File: config.mk
export PLATFORM = sky130hd
export DESIGN_NAME = multicycle_ctrl
export DESIGN_NICKNAME = d
export VERILOG_FILES = /design/src/rtl/multicycle_ctrl_pkg.sv /design/src/rtl/alu_decoder.sv /design/src/rtl/multicycle_ctrl.sv
export SDC_FILE = /design/constraint.sdc
export NUM_CORES = 1
export LEC_CHECK = 0
export CORE_MARGIN = 2
export CORE_UTILIZATION = 25
export CTS_BUF_LIST = sky130_fd_sc_hd__clkbuf_8
export DETAILED_ROUTE_END_ITERATION = 8
export HOLD_SLACK_MARGIN = 0.12
export PLACE_DENSITY = 0.64
export SLEW_MARGIN = 20
export SYNTH_ARGS = -nofsm -noshare
export SYNTH_HDL_FRONTEND = slang
export SYNTH_HIERARCHICAL = 1
export SYNTH_SLANG_ARGS = --single-unit
File: constraint.sdc
create_clock -name clk -period 3.1 [get_ports clk]
set_clock_uncertainty 0.15 [all_clocks]
set_input_delay 0.62 -clock clk [delete_from_list [all_inputs] [get_ports clk]]
set_output_delay 0.62 -clock clk [all_outputs]
set_load 0.005 [all_outputs]
File: src/rtl/multicycle_ctrl_pkg.sv
// Shared types and encodings for the multicycle RISC-V controller.
// State enum, opcodes, datapath mux selects and small decode helpers.
package multicycle_ctrl_pkg;

    typedef enum logic [3:0] {
        S_FETCH,
        S_DECODE,
        S_MEMADR,
        S_MEMREAD,
        S_MEMWB,
        S_MEMWRITE,
        S_EXECUTER,
        S_EXECUTEI,
        S_ALUWB,
        S_BEQ,
        S_JAL,
        S_TRAP
    } state_t;

    localparam logic [6:0] OP_LW    = 7'b0000011;
    localparam logic [6:0] OP_SW    = 7'b0100011;
    localparam logic [6:0] OP_RTYPE = 7'b0110011;
    localparam logic [6:0] OP_ITYPE = 7'b0010011;
    localparam logic [6:0] OP_BEQ   = 7'b1100011;
    localparam logic [6:0] OP_JAL   = 7'b1101111;

    localparam logic [1:0] ALUOP_ADD   = 2'b00;
    localparam logic [1:0] ALUOP_SUB   = 2'b01;
    localparam logic [1:0] ALUOP_FUNCT = 2'b10;

    localparam logic [2:0] ALU_ADD = 3'b000;
    localparam logic [2:0] ALU_SUB = 3'b001;
    localparam logic [2:0] ALU_AND = 3'b010;
    localparam logic [2:0] ALU_OR  = 3'b011;
    localparam logic [2:0] ALU_SLT = 3'b101;

    localparam logic [1:0] RES_ALUOUT    = 2'b00;
    localparam logic [1:0] RES_DATA      = 2'b01;
    localparam logic [1:0] RES_ALURESULT = 2'b10;

    localparam logic [1:0] SRCA_PC    = 2'b00;
    localparam logic [1:0] SRCA_OLDPC = 2'b01;
    localparam logic [1:0] SRCA_RS1   = 2'b10;

    localparam logic [1:0] SRCB_RS2  = 2'b00;
    localparam logic [1:0] SRCB_IMM  = 2'b01;
    localparam logic [1:0] SRCB_FOUR = 2'b10;

    localparam logic [1:0] IMM_I = 2'b00;
    localparam logic [1:0] IMM_S = 2'b01;
    localparam logic [1:0] IMM_B = 2'b10;
    localparam logic [1:0] IMM_J = 2'b11;

    function automatic state_t decode_next(input logic [6:0] op);
        state_t nxt;
        unique case (op)
            OP_LW, OP_SW: nxt = S_MEMADR;
            OP_RTYPE:     nxt = S_EXECUTER;
            OP_ITYPE:     nxt = S_EXECUTEI;
            OP_BEQ:       nxt = S_BEQ;
            OP_JAL:       nxt = S_JAL;
            default:      nxt = S_TRAP;
        endcase
        return nxt;
    endfunction

    function automatic logic [1:0] imm_format(input logic [6:0] op);
        logic [1:0] fmt;
        unique case (op)
            OP_SW:   fmt = IMM_S;
            OP_BEQ:  fmt = IMM_B;
            OP_JAL:  fmt = IMM_J;
            default: fmt = IMM_I;
        endcase
        return fmt;
    endfunction

endpackage

File: src/rtl/alu_decoder.sv
// Maps the controller's aluop plus funct fields onto an ALU operation.
// Subtract in funct mode only for R-type (op[5]) with funct7[5] set.
module alu_decoder
    import multicycle_ctrl_pkg::*;
(
    input  logic       opb5,
    input  logic [2:0] funct3,
    input  logic       funct7b5,
    input  logic [1:0] aluop,
    output logic [2:0] alucontrol
);

    logic [2:0] funct_op;

    always_comb begin
        funct_op = ALU_ADD;
        unique case (funct3)
            3'b000:  funct_op = (opb5 & funct7b5) ? ALU_SUB : ALU_ADD;
            3'b010:  funct_op = ALU_SLT;
            3'b110:  funct_op = ALU_OR;
            3'b111:  funct_op = ALU_AND;
            default: funct_op = ALU_ADD;
        endcase
    end

    always_comb begin
        alucontrol = ALU_ADD;
        unique case (aluop)
            ALUOP_ADD:   alucontrol = ALU_ADD;
            ALUOP_SUB:   alucontrol = ALU_SUB;
            ALUOP_FUNCT: alucontrol = funct_op;
            default:     alucontrol = ALU_ADD;
        endcase
    end

endmodule

File: src/rtl/multicycle_ctrl.sv
// Multicycle RISC-V controller: Moore FSM sequencing the shared datapath,
// with memory-ready stalls and a sticky illegal-opcode trap state.
module multicycle_ctrl
    import multicycle_ctrl_pkg::*;
#(
    parameter bit RESET_STATE_FETCH = 1'b1
) (
    input  logic       clk,
    input  logic       reset_n,
    input  logic [6:0] op,
    input  logic [2:0] funct3,
    input  logic       funct7b5,
    input  logic       zero,
    input  logic       mem_ready,
    output logic       mem_req,
    output logic       memwrite,
    output logic       adrsrc,
    output logic       irwrite,
    output logic       pcwrite,
    output logic       regwrite,
    output logic [1:0] resultsrc,
    output logic [1:0] alusrca,
    output logic [1:0] alusrcb,
    output logic [1:0] immsrc,
    output logic [2:0] alucontrol,
    output logic       instr_done,
    output logic       illegal_instr
);

    // Only FETCH is a supported reset target.
    localparam state_t RESET_STATE = RESET_STATE_FETCH ? S_FETCH : S_FETCH;

    state_t     state;
    logic [1:0] aluop;
    logic       pcupdate;
    logic       branch;
    logic       ir_load;

    always_ff @(posedge clk or negedge reset_n) begin
        if (!reset_n) begin
            state <= RESET_STATE;
        end else begin
            unique case (state)
                S_FETCH:    if (mem_ready) state <= S_DECODE;
                S_DECODE:   state <= decode_next(op);
                S_MEMADR:   state <= op[5] ? S_MEMWRITE : S_MEMREAD;
                S_MEMREAD:  if (mem_ready) state <= S_MEMWB;
                S_MEMWB:    state <= S_FETCH;
                S_MEMWRITE: if (mem_ready) state <= S_FETCH;
                S_EXECUTER: state <= S_ALUWB;
                S_EXECUTEI: state <= S_ALUWB;
                S_ALUWB:    state <= S_FETCH;
                S_BEQ:      state <= S_FETCH;
                S_JAL:      state <= S_ALUWB;
                S_TRAP:     state <= S_TRAP;
                default:    state <= S_TRAP;
            endcase
        end
    end

    always_comb begin
        mem_req       = 1'b0;
        memwrite      = 1'b0;
        adrsrc        = 1'b0;
        ir_load       = 1'b0;
        pcupdate      = 1'b0;
        branch        = 1'b0;
        regwrite      = 1'b0;
        resultsrc     = RES_ALUOUT;
        alusrca       = SRCA_PC;
        alusrcb       = SRCB_RS2;
        aluop         = ALUOP_ADD;
        instr_done    = 1'b0;
        illegal_instr = 1'b0;
        unique case (state)
            S_FETCH: begin
                mem_req   = 1'b1;
                alusrca   = SRCA_PC;
                alusrcb   = SRCB_FOUR;
                resultsrc = RES_ALURESULT;
                ir_load   = mem_ready;
                pcupdate  = mem_ready;
            end
            S_DECODE: begin
                alusrca = SRCA_OLDPC;
                alusrcb = SRCB_IMM;
            end
            S_MEMADR: begin
                alusrca = SRCA_RS1;
                alusrcb = SRCB_IMM;
            end
            S_MEMREAD: begin
                mem_req = 1'b1;
                adrsrc  = 1'b1;
            end
            S_MEMWB: begin
                resultsrc  = RES_DATA;
                regwrite   = 1'b1;
                instr_done = 1'b1;
            end
            S_MEMWRITE: begin
                mem_req    = 1'b1;
                memwrite   = 1'b1;
                adrsrc     = 1'b1;
                instr_done = mem_ready;
            end
            S_EXECUTER: begin
                alusrca = SRCA_RS1;
                alusrcb = SRCB_RS2;
                aluop   = ALUOP_FUNCT;
            end
            S_EXECUTEI: begin
                alusrca = SRCA_RS1;
                alusrcb = SRCB_IMM;
                aluop   = ALUOP_FUNCT;
            end
            S_ALUWB: begin
                resultsrc  = RES_ALUOUT;
                regwrite   = 1'b1;
                instr_done = 1'b1;
            end
            S_BEQ: begin
                alusrca    = SRCA_RS1;
                alusrcb    = SRCB_RS2;
                aluop      = ALUOP_SUB;
                resultsrc  = RES_ALUOUT;
                branch     = 1'b1;
                instr_done = 1'b1;
            end
            S_JAL: begin
                alusrca   = SRCA_OLDPC;
                alusrcb   = SRCB_FOUR;
                resultsrc = RES_ALUOUT;
                pcupdate  = 1'b1;
            end
            S_TRAP: begin
                illegal_instr = 1'b1;
            end
            default: begin
                illegal_instr = 1'b1;
            end
        endcase
    end

    // Qualify the ready-driven enables so nothing is written while in reset.
    assign irwrite = reset_n & ir_load;
    assign pcwrite = reset_n & (pcupdate | (branch & zero));
    assign immsrc  = (reset_n && state != S_TRAP) ? imm_format(op) : IMM_I;

    alu_decoder u_alu_decoder (
        .opb5       (op[5]),
        .funct3     (funct3),
        .funct7b5   (funct7b5),
        .aluop      (aluop),
        .alucontrol (alucontrol)
    );

endmodule

==> impl_metrics.json, run 1 <==
{
  "synthCells": 103,
  "reg2reg_from": "state[3]",
  "gp_congestion": 0.7722,
  "cts_sinks": 4,
  "root_buffer": "clkbuf_8",
  "synth_fa_ha_area_share_pct": 3.509,
  "netlist_area_um2": 713.2,
  "dp_cells": 170,
  "wl_per_cell_um": 12.30,
  "die-area_um2": 3296,
  "ff2ff_path_depth": 5,
  "drv_slew": 0,
  "hp-class": "flip-flop to flip-flop",
  "critPathKind": "input port to output pin",
  "synth_warnings": 6,
  "largest_register_ffs": 4,
  "antenna_cells": 0,
  "clockBufferDepth": 2,
  "max_slew_margin_pct": 70.66,
  "outcome": "finished clean",
  "hold_violations": 0,
  "antenna_found_initial": 0,
  "firstDrtPassIters": 4,
  "power.density_nw_per_um2": 852.7,
  "ys_seq_area_share_pct": 14.04,
  "cts_resized": 0,
  "via_count": 876,
  "die_w_um": 57.41,
  "fin_tns_setup_ps": 0,
  "r2r_end": "state[1]",
  "insertion_delay_ps": 220,
  "critical_path_peak_fanout": 3,
  "area_growth_pct": 61.23,
  "min_to": "state[2]",
  "grt_max_degree": 16,
  "drc": 0,
  "crit_required_ps": 2330,
  "synth_edf_count": 0,
  "ctsHoldBuffers": 0,
  "startpoint_type": "input port",
  "cts_tree": "done",
  "min_from": "state[3]",
  "dp_hpwl_um": 1722,
  "hold_slack_ps": 608.6,
  "hold_path_depth": 2,
  "start_util_pct": 26.09,
  "cap_violations": 0,
  "routed_wl_um": 2128,
  "clkSlewWorstSetupHoldPaths_ps": 30,
  "ios": 34,
  "p_leak_uw": 0.0004390,
  "viasPerCell": 5.064,
  "final.period_utilization_pct": 95.87,
  "grt_pass1_wl_um": 3532,
  "reg2reg_slack_ps": 1570,
  "synthSimpleGateAreaFrac_pct": 40.00,
  "cts.htree.levels": 1,
  "core-area_um2": 2734,
  "cts_buffers": 3,
  "drtIter0Drc": 16,
  "preCtsSetupSlack_ps": 125.9,
  "synth_xor_area_share_pct": 2.456,
  "nets": 161,
  "reg.largest.list": "state x4",
  "post_cts_buffers": 0,
  "setup_viol": 0,
  "drive_gt1_share_pct": 16.20,
  "instances_no_fill": 173,
  "rsz0062_at_grt": "no",
  "arrival_ps": 2200,
  "clock.fmax_ghz": 0.3365,
  "synth_mux_area_share_pct": 1.404,
  "numPortBuffers": 33,
  "dominantRegCellSynth": "dfrtp_1",
  "syn_avg_cell_area_um2": 6.924,
  "grt-ovfl-total": 0,
  "synth_compound_area_share_pct": 28.77,
  "async_flop_share_pct": 100.0,
  "fin_crit_ps": 2972,
  "die_y_um": 57.41,
  "ant_nets": 0,
  "largest_register": "state",
  "ys_seq_elements": 4,
  "critPathCaptureType": "output pin",
  "setup_slack_ps": 128.0,
  "syn-num-nets": 120,
  "grt_pass1_vias": 838,
  "worstMarginPinSlew_ps": 436.5,
  "synth_cell_types": 44,
  "peakVddDrop_mv": 0.4334,
  "synth_top_family_by_area": "simple AND/OR/NAND/NOR gates",
  "rows": 19,
  "grt_usage_pct": 13.36
}
synthesized netlist by cell type, types with 2 or more instances:
library cell	instances	share of area (%)
a21o_1	2	2.1
or2_1	2	1.8
nor3_1	3	2.1
inv_1	4	2.1
nand2b_1	4	3.5
nor2_1	16	8.4
nor2b_1	3	2.6
and3_1	2	1.8
nand2_1	8	4.2
dfrtp_1	4	14
o22ai_1	3	2.6
buf_6	2	3.2
a21oi_1	11	7.7
buf_2	3	2.1
nand3_1	2	1.4
ha_1	2	3.5
a22oi_1	2	2.1
nor4_1	2	1.8
a31oi_1	3	2.6
cell type report:
cell class | count | area (µm²)
Clock buffer | 3 | 41.29
Fill cell | 298 | 1584
Inverter | 6 | 25.02
Multi-Input combinational cell | 87 | 545.5
Sequential cell | 4 | 101.3
Tap cell | 31 | 38.79
Timing Repair Buffer | 42 | 397.9
cell families (layout without fill, tap and decap cells):
kind of cell | after synthesis | after routing
buffers and inverters | 12 | 51
flip-flops | 4 | 4
multiplexers | 1 | 1
adder cells (fa/ha/maj) | 2 | 2
AO/OA/AOI/OAI | 30 | 30
AND/OR/NAND/NOR | 52 | 52
XOR/XNOR | 2 | 2
worst max-delay path by stage:
stage             start  cells after the start            end
2_1_floorplan  state[2]                      6  alucontrol[2]
3_3_place_gp      op[4]                      6      immsrc[0]
3_5_place_dp      op[4]                      6      immsrc[0]
4_1_cts        state[3]                      6  alucontrol[2]
5_1_grt        state[2]                      6  alucontrol[2]
6_report          op[4]                      6      immsrc[0]
through the flow:
step	utilization [%]	power, µW	area (µm²)
after global placement	40.41	857.7	1105
final	42.06	980.5	1150
after global routing	42.06	1065	1150
after detailed placement	40.41	869.4	1105
after floorplan	-	576.7	713.2
after CTS	41.92	982.6	1146
critical path: stages:
cell and delay [ps]:
clkdlybuf4s50_1 450, and2b_1 220, nor2b_1 130, o311ai_1 130
a21oi_1 140, clkdlybuf4s50_1 510
where the power goes:
group	internal (µW)	total, µW	switching, µW
Clock	82.8	110	27.0
Combinational	392	767	375
Sequential	79.8	104	24.1
Total	555	980	426
metal layers:
| metal | part of all wire [%] | GRT usage, % |
|---|---|---|
| met1 | 46 | 17.06 |
| met4 | 0.70 | 3.987 |
| met2 | 49 | 23.05 |
| met5 | 0 | 0 |
| met3 | 4.7 | 2.041 |
layout by cell type (no fill, tap or decap), drive strengths merged, types with 2 or more instances in the layout:
cell,n
and3,2
nor4,3
o22ai,3
a22oi,2
clkbuf,3
a21oi,11
o21ai,2
dfrtp,4
nand2,8
clkdlybuf4s50,33
nand2b,5
nor2b,4
nor3,4
nand3,2
or2,2
buf,9
inv,6
a31oi,3
ha,2
nor2,16
a21o,2
Power figures use the tool's default switching activity.
==> run 2: changes to the inputs <==
--- a/config.mk
+++ b/config.mk
@@ -6,11 +6,11 @@
 export NUM_CORES = 1
 export LEC_CHECK = 0
 export CORE_MARGIN = 2
-export CORE_UTILIZATION = 25
+export CORE_UTILIZATION = 45
 export CTS_BUF_LIST = sky130_fd_sc_hd__clkbuf_8
 export DETAILED_ROUTE_END_ITERATION = 8
 export HOLD_SLACK_MARGIN = 0.12
-export PLACE_DENSITY = 0.64
+export PLACE_DENSITY = 0.95
 export SLEW_MARGIN = 20
 export SYNTH_ARGS = -nofsm -noshare
 export SYNTH_HDL_FRONTEND = slang
==> impl_metrics.json, run 2 (synthesis results as in run 1) <==
{
  "outcome": "finished clean",
  "grt-ovfl-total": 0,
  "gp_congestion": 0.8683,
  "critPathCaptureType": "output pin",
  "p_leak_uw": 0.0004578,
  "hold_slack_ps": 562.3,
  "drc": 0,
  "ff_latch_area_um2": 100.1,
  "rows": 14,
  "largest_register_ffs": 4,
  "final_cell_mix": "clkdlybuf4s50_1, nor2_1, a21oi_1",
  "cp_num_buf_inv": 2,
  "worstMarginPinSlew_ps": 404.2,
  "grt_pass1_vias": 894,
  "cts_sinks": 4,
  "grt_max_degree": 18,
  "peakVddDrop_mv": 0.8280,
  "largest_register": "state",
  "antenna_found_initial": 0,
  "arrival_ps": 2220,
  "clock.fmax_ghz": 0.3341,
  "cts_tree": "done",
  "firstDrtPassIters": 4,
  "setup_viol": 0,
  "critPathKind": "flip-flop to output pin",
  "drv_slew": 0,
  "cap_violations": 0,
  "power.density_nw_per_um2": 874.0,
  "post_cts_buffers": 0,
  "core-area_um2": 1489,
  "rsz0062_at_grt": "no",
  "nets": 161,
  "final_common_cell": "clkdlybuf4s50_1",
  "dp_hpwl_um": 1731,
  "numPortBuffers": 33,
  "hp-class": "flip-flop to flip-flop",
  "cpMaxStageDelayCell": "clkdlybuf4s50_1",
  "hold_violations": 0,
  "routed_wl_um": 2239,
  "wl_per_cell_um": 14.17,
  "area_growth_pct": 58.77,
  "final.period_utilization_pct": 96.55,
  "path_cells": "nand2b_1 -> nor2_2 -> inv_1 -> ha_1 -> nor4_1 -> clkdlybuf4s50_1",
  "ios": 34,
  "die_w_um": 43.81,
  "ant_nets": 0,
  "die_y_um": 43.81,
  "max_slew_margin_pct": 72.63,
  "insertion_delay_ps": 220,
  "clkSlewWorstSetupHoldPaths_ps": 40,
  "cpPeakStageDelay_ps": 550,
  "clockBufferDepth": 2,
  "fin_tns_setup_ps": 0,
  "critical_path.top_delay_family": "simple AND/OR/NAND/NOR gates",
  "fin_crit_ps": 2993,
  "viasPerCell": 5.930,
  "grt_usage_pct": 25.36,
  "multiInputGateArea_um2": 545.5,
  "fill_cells": 120,
  "root_buffer": "clkbuf_8",
  "startpoint_type": "flip-flop",
  "grt_pass1_wl_um": 3712,
  "cts.htree.levels": 1,
  "die-area_um2": 1919,
  "cts_buffers": 3,
  "crit_required_ps": 2330,
  "final_util_pct": 76.05,
  "drtIter0Drc": 37,
  "reg.largest.list": "state x4",
  "drive_gt1_share_pct": 15.49,
  "start_util_pct": 47.90,
  "antenna_cells": 0,
  "critical_path_peak_fanout": 5,
  "via_count": 937
}
[run 2: cell count changes in the layout (fill, tap and decap cells not counted)]
cell / before / now
dlymetal6s2s_1: 0 / 1
nand2b_1: 3 / 4
clkdlybuf4s50_1: 33 / 32
nor2_1: 16 / 15
nand2b_2: 2 / 1
nor2_2: 0 / 1
dfrtp_2: 1 / 0
dfrtp_1: 3 / 4
[run 2: metrics by stage]
stage | area (µm²) | power [µW] | setup WS (ps) | instances
after global routing | 1132 | 1066 | 3.535 | 158
after detailed placement | 1086 | 862.5 | 98.91 | 155
final | 1132 | 989.6 | 106.9 | 158
after global placement | 1086 | 834.5 | 172.4 | 155
after CTS | 1127 | 976.2 | 80.08 | 158
after floorplan | 713.2 | 576.7 | 842.5 | 103
[run 2: final timing paths]
check | from | end | slack [ps] | depth (start not counted)
worst max-delay path | state[2] | alucontrol[2] | 110 | 6
worst max register to register | state[3] | state[0] | 1470 | 4
worst min register to register | state[3] | state[0] | 560 | 3
min in group asynchronous | reset_n | state[2] | 650 | 2
max in group asynchronous | reset_n | state[3] | 2040 | 2
worst min-delay path | state[3] | state[0] | 560 | 3
[run 2: worst reg2reg max path: stages (launching register included)]
cell and delay (ps):
dfrtp_1 400, buf_4 210, nor4_2 440, nand2_1 140, o2bb2ai_1 160
[run 2: repair_timing]
action / in CTS / in global routing
endpoints found under the setup margin: 0 / 2
resized for setup: 0 / 2
hold buffers: 0 / 0
[run 2: cell type report]
| cell class | count | area share (%) |
|---|---|---|
| inverter | 6 | 2.210 |
| timing repair buffer | 42 | 35.36 |
| tap | 16 | 1.768 |
| multi-input combinational | 87 | 48.18 |
| sequential | 4 | 8.840 |
| clock buffer | 3 | 3.646 |
[run 2: routing by layer]
metal | part of all wire [%] | GRT usage (%) | up-vias
li1 | - | - | 449
met1 | 39 | 31.39 | 426
met2 | 51 | 40.29 | 54
met3 | 7.8 | 5.000 | 8
met4 | 2.3 | 15.15 | 0
met5 | 0 | 0 | -
[run 2: power by group]
part	switching, µW	internal (µW)	total [µW]
Sequential	17.2	78.7	95.8
Clock	30.3	83.1	113
Combinational	394	386	780
Total	442	548	990
